`config.mk`:
```
export PLATFORM = sky130hd
export DESIGN_NAME = bus_decoder
export DESIGN_NICKNAME = d
export VERILOG_FILES = /design/src/rtl/bus_decoder.sv
export SDC_FILE = /design/constraint.sdc
export NUM_CORES = 1
export LEC_CHECK = 0
export ABC_AREA = 1
export CAP_MARGIN = 25
export CORE_AREA = 2 2 132 134
export CTS_BUF_LIST = sky130_fd_sc_hd__clkbuf_2 sky130_fd_sc_hd__clkbuf_4 sky130_fd_sc_hd__clkbuf_8
export DETAILED_ROUTE_END_ITERATION = 6
export DIE_AREA = 0 0 134 136
export SYNTH_ARGS = -nofsm -noshare
export SYNTH_HDL_FRONTEND = slang
export SYNTH_SLANG_ARGS = --single-unit
```
`constraint.sdc`:
```
create_clock -name clk -period 2.25 [get_ports clk]
set_clock_uncertainty 0.05 [all_clocks]
set_input_delay 0.5625 -clock clk [delete_from_list [all_inputs] [get_ports clk]]
set_output_delay 0.5625 -clock clk [all_outputs]
set_load 0.03 [all_outputs]
```
`src/rtl/bus_decoder.sv`:
```
// 1-to-4 address decoder for the quasiSoC memory bus.
// Optional stall timeout: define BUS_TIMEOUT_EN.
module bus_decoder #(
  parameter logic [31:0] BASE0    = 32'h0000_0000,
  parameter logic [31:0] BASE1    = 32'h1000_0000,
  parameter logic [31:0] BASE2    = 32'h2000_0000,
  parameter logic [31:0] BASE3    = 32'h3000_0000,
  parameter logic [31:0] MASK0    = 32'hF000_0000,
  parameter logic [31:0] MASK1    = 32'hF000_0000,
  parameter logic [31:0] MASK2    = 32'hF000_0000,
  parameter logic [31:0] MASK3    = 32'hF000_0000,
  parameter logic [31:0] ERR_DATA = 32'hDEAD_BEEF,
  parameter int          TIMEOUT  = 1024
) (
  input  logic        clk,
  input  logic        rst,
  input  logic [31:0] a,
  input  logic [31:0] d,
  input  logic        we,
  input  logic        rd,
  output logic [31:0] spo,
  output logic        ready,
  output logic [31:0] sa,
  output logic [31:0] sd,
  output logic [3:0]  swe,
  output logic [3:0]  srd,
  input  logic [31:0] sspo0,
  input  logic [31:0] sspo1,
  input  logic [31:0] sspo2,
  input  logic [31:0] sspo3,
  input  logic [3:0]  sready,
  output logic        err,
  output logic [31:0] err_addr,
  input  logic        err_clr
);

  localparam logic [1:0] S_IDLE = 2'd0;
  localparam logic [1:0] S_FWD  = 2'd1;
  localparam logic [1:0] S_ERR  = 2'd2;

  localparam logic [15:0] TMO_LAST = 16'(TIMEOUT - 1);

  logic [1:0]  r_state;
  logic [1:0]  r_sel;
  logic [31:0] r_addr;
  logic        r_err;
  logic [31:0] r_err_addr;

  logic        w_req;
  logic [3:0]  w_match;
  logic        w_hit;
  logic [1:0]  w_idx;
  logic        w_sready;
  logic [31:0] w_sspo;
  logic        w_tmo;

  assign sa    = a;
  assign sd    = d;
  assign w_req = rd | we;

  assign w_match[0] = (a & MASK0) == BASE0;
  assign w_match[1] = (a & MASK1) == BASE1;
  assign w_match[2] = (a & MASK2) == BASE2;
  assign w_match[3] = (a & MASK3) == BASE3;
  assign w_hit      = |w_match;

  // Overlapping windows resolve to the lowest index.
  always_comb begin
    w_idx = 2'd0;
    priority case (1'b1)
      w_match[0]: w_idx = 2'd0;
      w_match[1]: w_idx = 2'd1;
      w_match[2]: w_idx = 2'd2;
      w_match[3]: w_idx = 2'd3;
      default:    w_idx = 2'd0;
    endcase
  end

  assign w_sready = sready[r_sel];

  always_comb begin
    w_sspo = 32'd0;
    unique case (r_sel)
      2'd0: w_sspo = sspo0;
      2'd1: w_sspo = sspo1;
      2'd2: w_sspo = sspo2;
      2'd3: w_sspo = sspo3;
      default: w_sspo = 32'd0;
    endcase
  end

`ifdef BUS_TIMEOUT_EN
  logic [15:0] r_cnt;

  always_ff @(posedge clk) begin
    if (rst) begin
      r_cnt <= 16'd0;
    end else if (r_state != S_FWD) begin
      r_cnt <= 16'd0;
    end else if (!w_sready) begin
      r_cnt <= r_cnt + 16'd1;
    end
  end

  assign w_tmo = (r_state == S_FWD) && !w_sready &&
                 (r_cnt == TMO_LAST);
`else
  logic w_unused_tmo;

  assign w_unused_tmo = ^TMO_LAST;
  assign w_tmo        = 1'b0;
`endif

  always_ff @(posedge clk) begin
    if (rst) begin
      r_state <= S_IDLE;
      r_sel   <= 2'd0;
      r_addr  <= 32'd0;
    end else begin
      unique case (r_state)
        S_IDLE: begin
          if (w_req) begin
            r_addr <= a;
            if (w_hit) begin
              r_sel   <= w_idx;
              r_state <= S_FWD;
            end else begin
              r_state <= S_ERR;
            end
          end
        end
        S_FWD: begin
          if (w_sready) begin
            r_state <= S_IDLE;
          end else if (w_tmo) begin
            r_state <= S_ERR;
          end
        end
        S_ERR:   r_state <= S_IDLE;
        default: r_state <= S_IDLE;
      endcase
    end
  end

  // A clear in the same cycle as a new error wins.
  always_ff @(posedge clk) begin
    if (rst || err_clr) begin
      r_err      <= 1'b0;
      r_err_addr <= 32'd0;
    end else if (r_state == S_ERR) begin
      r_err <= 1'b1;
      if (!r_err) begin
        r_err_addr <= r_addr;
      end
    end
  end

  assign err      = r_err;
  assign err_addr = r_err_addr;

  // Gated by rst so a reset aborts the access in the sampled cycle.
  always_comb begin
    swe   = 4'd0;
    srd   = 4'd0;
    ready = 1'b0;
    spo   = 32'd0;
    if (!rst) begin
      unique case (r_state)
        S_FWD: begin
          swe[r_sel] = we;
          srd[r_sel] = rd & ~we;
          ready      = w_sready;
          spo        = w_sspo;
        end
        S_ERR: begin
          ready = 1'b1;
          spo   = ERR_DATA;
        end
        default: begin
          ready = 1'b0;
        end
      endcase
    end
  end

endmodule

```
==> flow_metrics.py <==
metrics = {
    "logic_synthesis": {
        "seq_area_frac_synth_pct": 34.0,
        "synth_nets": 814,
        "ys_types": 24,
        "synth-seq-cells": 69,
        "avgSynthCellArea_um2": 6.66,
        "netlist_area_mm2": 0.00406,
        "synth_ff_type": "dfxtp_1",
        "async_flop_share_pct": 0,
        "synth-edff-count": 0,
        "yosys_warnings": 0,
        "synthCells": 610,
    },
    "grt": {
        "grt_pass1_vias": 4519,
        "grt_pass1_wl_um": 24800,
        "grt-ovfl-total": 0,
        "antenna_found_initial": 2,
        "grt_max_degree": 34,
        "track_usage_pct": 17.5,
    },
    "placement": {
        "gp_congestion": 0.893,
        "hpwl_um": 12600,
        "placed_cells": 1044,
        "io_buffers": 274,
    },
    "finish": {
        "fin_util_pct": 43.6,
        "area_delta_synth_final_pct": 81.2,
        "layout.nets": 1045,
        "stdcell_count": 1072,
        "fillCellCount": 1725,
        "layout-drive-gt1-share_pct": 20.4,
    },
    "setup_path": {
        "arrival_ns": 1.82,
        "crit_path_start_kind": "flip-flop",
        "crit_type": "reg -> out",
        "required_ns": 1.64,
        "endpoint_kind": "output pin",
        "cp_max_fo": 8,
    },
    "power_and_ir_drop": {
        "power_uw": 3760,
        "ir_drop_uv": 407,
        "powerDensity_mw_per_mm2": 511,
        "p_leak_uw": 0.00308,
    },
    "route": {
        "post_drt_wl_per_cell_um": 15.7,
        "wl_um": 16800,
        "drt-initial-drc-count": 238,
        "antenna_left": 0,
        "dr.pass1.iters": 7,
        "drc_errors": 0,
        "via_count": 4863,
        "routed_via_density": 4.54,
    },
    "status": {
        "status": "finished, violations left",
        "violations": "setup timing",
    },
    "floorplanning": {
        "die_width_um": 134,
        "die_h_um": 136,
        "core-area_mm2": 0.0169,
        "floorplan.rows": 48,
        "dieArea_mm2": 0.0182,
        "initial_core_util_pct": 24.1,
        "io_pins": 339,
    },
    "clocking": {
        "ctsHtreeMaxLevel": 3,
        "cts_root_buf": "clkbuf_8",
        "insertion_delay_ns": 0.35,
        "cts_buffer_depth": 2,
        "clkTransAtPathRegs_ns": 0.08,
        "cts_tree": "built",
        "numCtsBuffers": 9,
        "cts.sinks": 69,
    },
    "sta": {
        "worst_slack_ns": -0.181,
        "period_share_pct": 108,
        "grt_setup_unrepaired": "yes",
        "maxSlewViolCount": 0,
        "tightest_slew_ns": 0.367,
        "timing.hold.ws_ns": 0.411,
        "period_needed_ns": 2.43,
        "max_slew_margin_pct": 75.5,
        "hold_viol": 0,
        "finalSetupViolCount": 33,
        "clock.fmax_mhz": 411,
    },
    "worst_hold_path": {
        "hp-class": "reg -> reg",
    },
    "run": {
        "drv_cap": 0,
    },
}
registers in the layout, summed over array words and instances, names as in the netlist:
register / flops
err_addr: 32
r_addr: 32
r_sel: 2
r_state: 2
err: 1
cell usage after synthesis (3+ instances only):
cell	number	share of area, %
o21ai_0	90	11
nand2_1	112	10
nor2_1	117	11
a31oi_1	8	1.2
nand3_1	26	3.2
inv_1	15	1.4
buf_2	11	1.4
a21oi_1	13	1.6
buf_6	4	1.1
nor3_1	8	0.99
ha_1	3	0.92
buf_4	66	12
clkbuf_1	18	1.7
inv_2	4	0.37
o21ai_1	13	1.6
dfxtp_1	69	34
o211ai_1	24	4.4
final timing paths:
path / from / endpoint / slack [ns] / depth (start not counted)
max: r_state[1]$_SDFFE_PP0P_ / spo[8] / -0.18 / 8
min: r_addr[25]$_SDFFE_PP0P_ / err_addr[25]$_SDFFE_PP0P_ / 0.41 / 2
max reg2reg: r_state[1]$_SDFFE_PP0P_ / err_addr[8]$_SDFFE_PP0P_ / 0.54 / 8
min reg2reg: r_addr[25]$_SDFFE_PP0P_ / err_addr[25]$_SDFFE_PP0P_ / 0.41 / 2
metal layers:
layer	up-vias	global-route usage, %	routed length, um
met1	2206	20.2	6630
met2	195	31.0	8540
met4	2	6.97	441
met3	38	4.47	1230
met5	-	0	13
li1	2422	-	-
power by group:
part	internal (uW)	total [uW]	switching, uW
Sequential	1320	1370	48.4
Combinational	568	1160	592
Clock	741	1240	496
Total	2630	3760	1140
final cells by class:
class / count / area (um2) / area share [%]
Timing Repair Buffer: 321 / 3290 / 44.7
Multi-Input combinational cell: 421 / 2080 / 28.2
Sequential cell: 69 / 1390 / 18.8
Tap cell: 225 / 282 / 3.83
Clock buffer: 9 / 124 / 1.68
Clock inverter: 7 / 123 / 1.67
Inverter: 19 / 73.8 / 1.00
Antenna cell: 1 / 2.50 / 0.0340
logic make-up after synthesis:
kind of cell | share of synthesized area, %
adders and majority gates | 0.924
buffers and inverters | 18.3
DFF | 34.0
and+or+nand+nor | 26.6
AOI/OAI and AO/OA | 20.1
metrics by stage:
stage	worst slack (ns)	cell area, um2	setup TNS (ns)
global route	-0.259	7360	-7.79
global placement	-0.256	6750	-6.24
CTS	-0.222	7360	-5.37
floorplan	0.125	4090	0
finish	-0.181	7360	-4.89
detailed placement	-0.311	6750	-7.33
placed cells by master, fill, tap and decap left out, types with 2 or more instances in the layout:
cell             count
inv_2                7
nor2_4               3
inv_1               11
buf_12              17
dlymetal6s2s_1       2
a31oi_1              3
ha_4                 2
clkinvlp_4           2
nor3_2               5
o21ai_0             82
nand2_1            109
a31oi_2              5
clkdlybuf4s50_1    198
dfxtp_2              4
buf_6               35
o21ai_1             20
dfxtp_1             65
buf_4               64
buf_8                2
nor2_1             115
a21oi_1             13
nor2_2               2
clkbuf_8             9
nand3_1             26
nand2_4              5
nor3_1               2
o211ai_1            24
bufinv_16            3
critical path: stages, from the launching register on:
cell,delay [ns]
dfxtp_2,0.36
inv_4,0.05
ha_4,0.27
inv_2,0.04
nor2_4,0.14
buf_6,0.16
o21ai_1,0.07
a31oi_1,0.18
buf_4,0.19
timing repair:
item	4_1_cts	5_1_grt
gates resized for setup	59	22
pin swaps	19	27
cloned	3	1
buffers inserted	9	1
endpoints found under the setup margin	41	40
hold buffers	0	0
No activity file was read; power rests on OpenSTA's default activity.
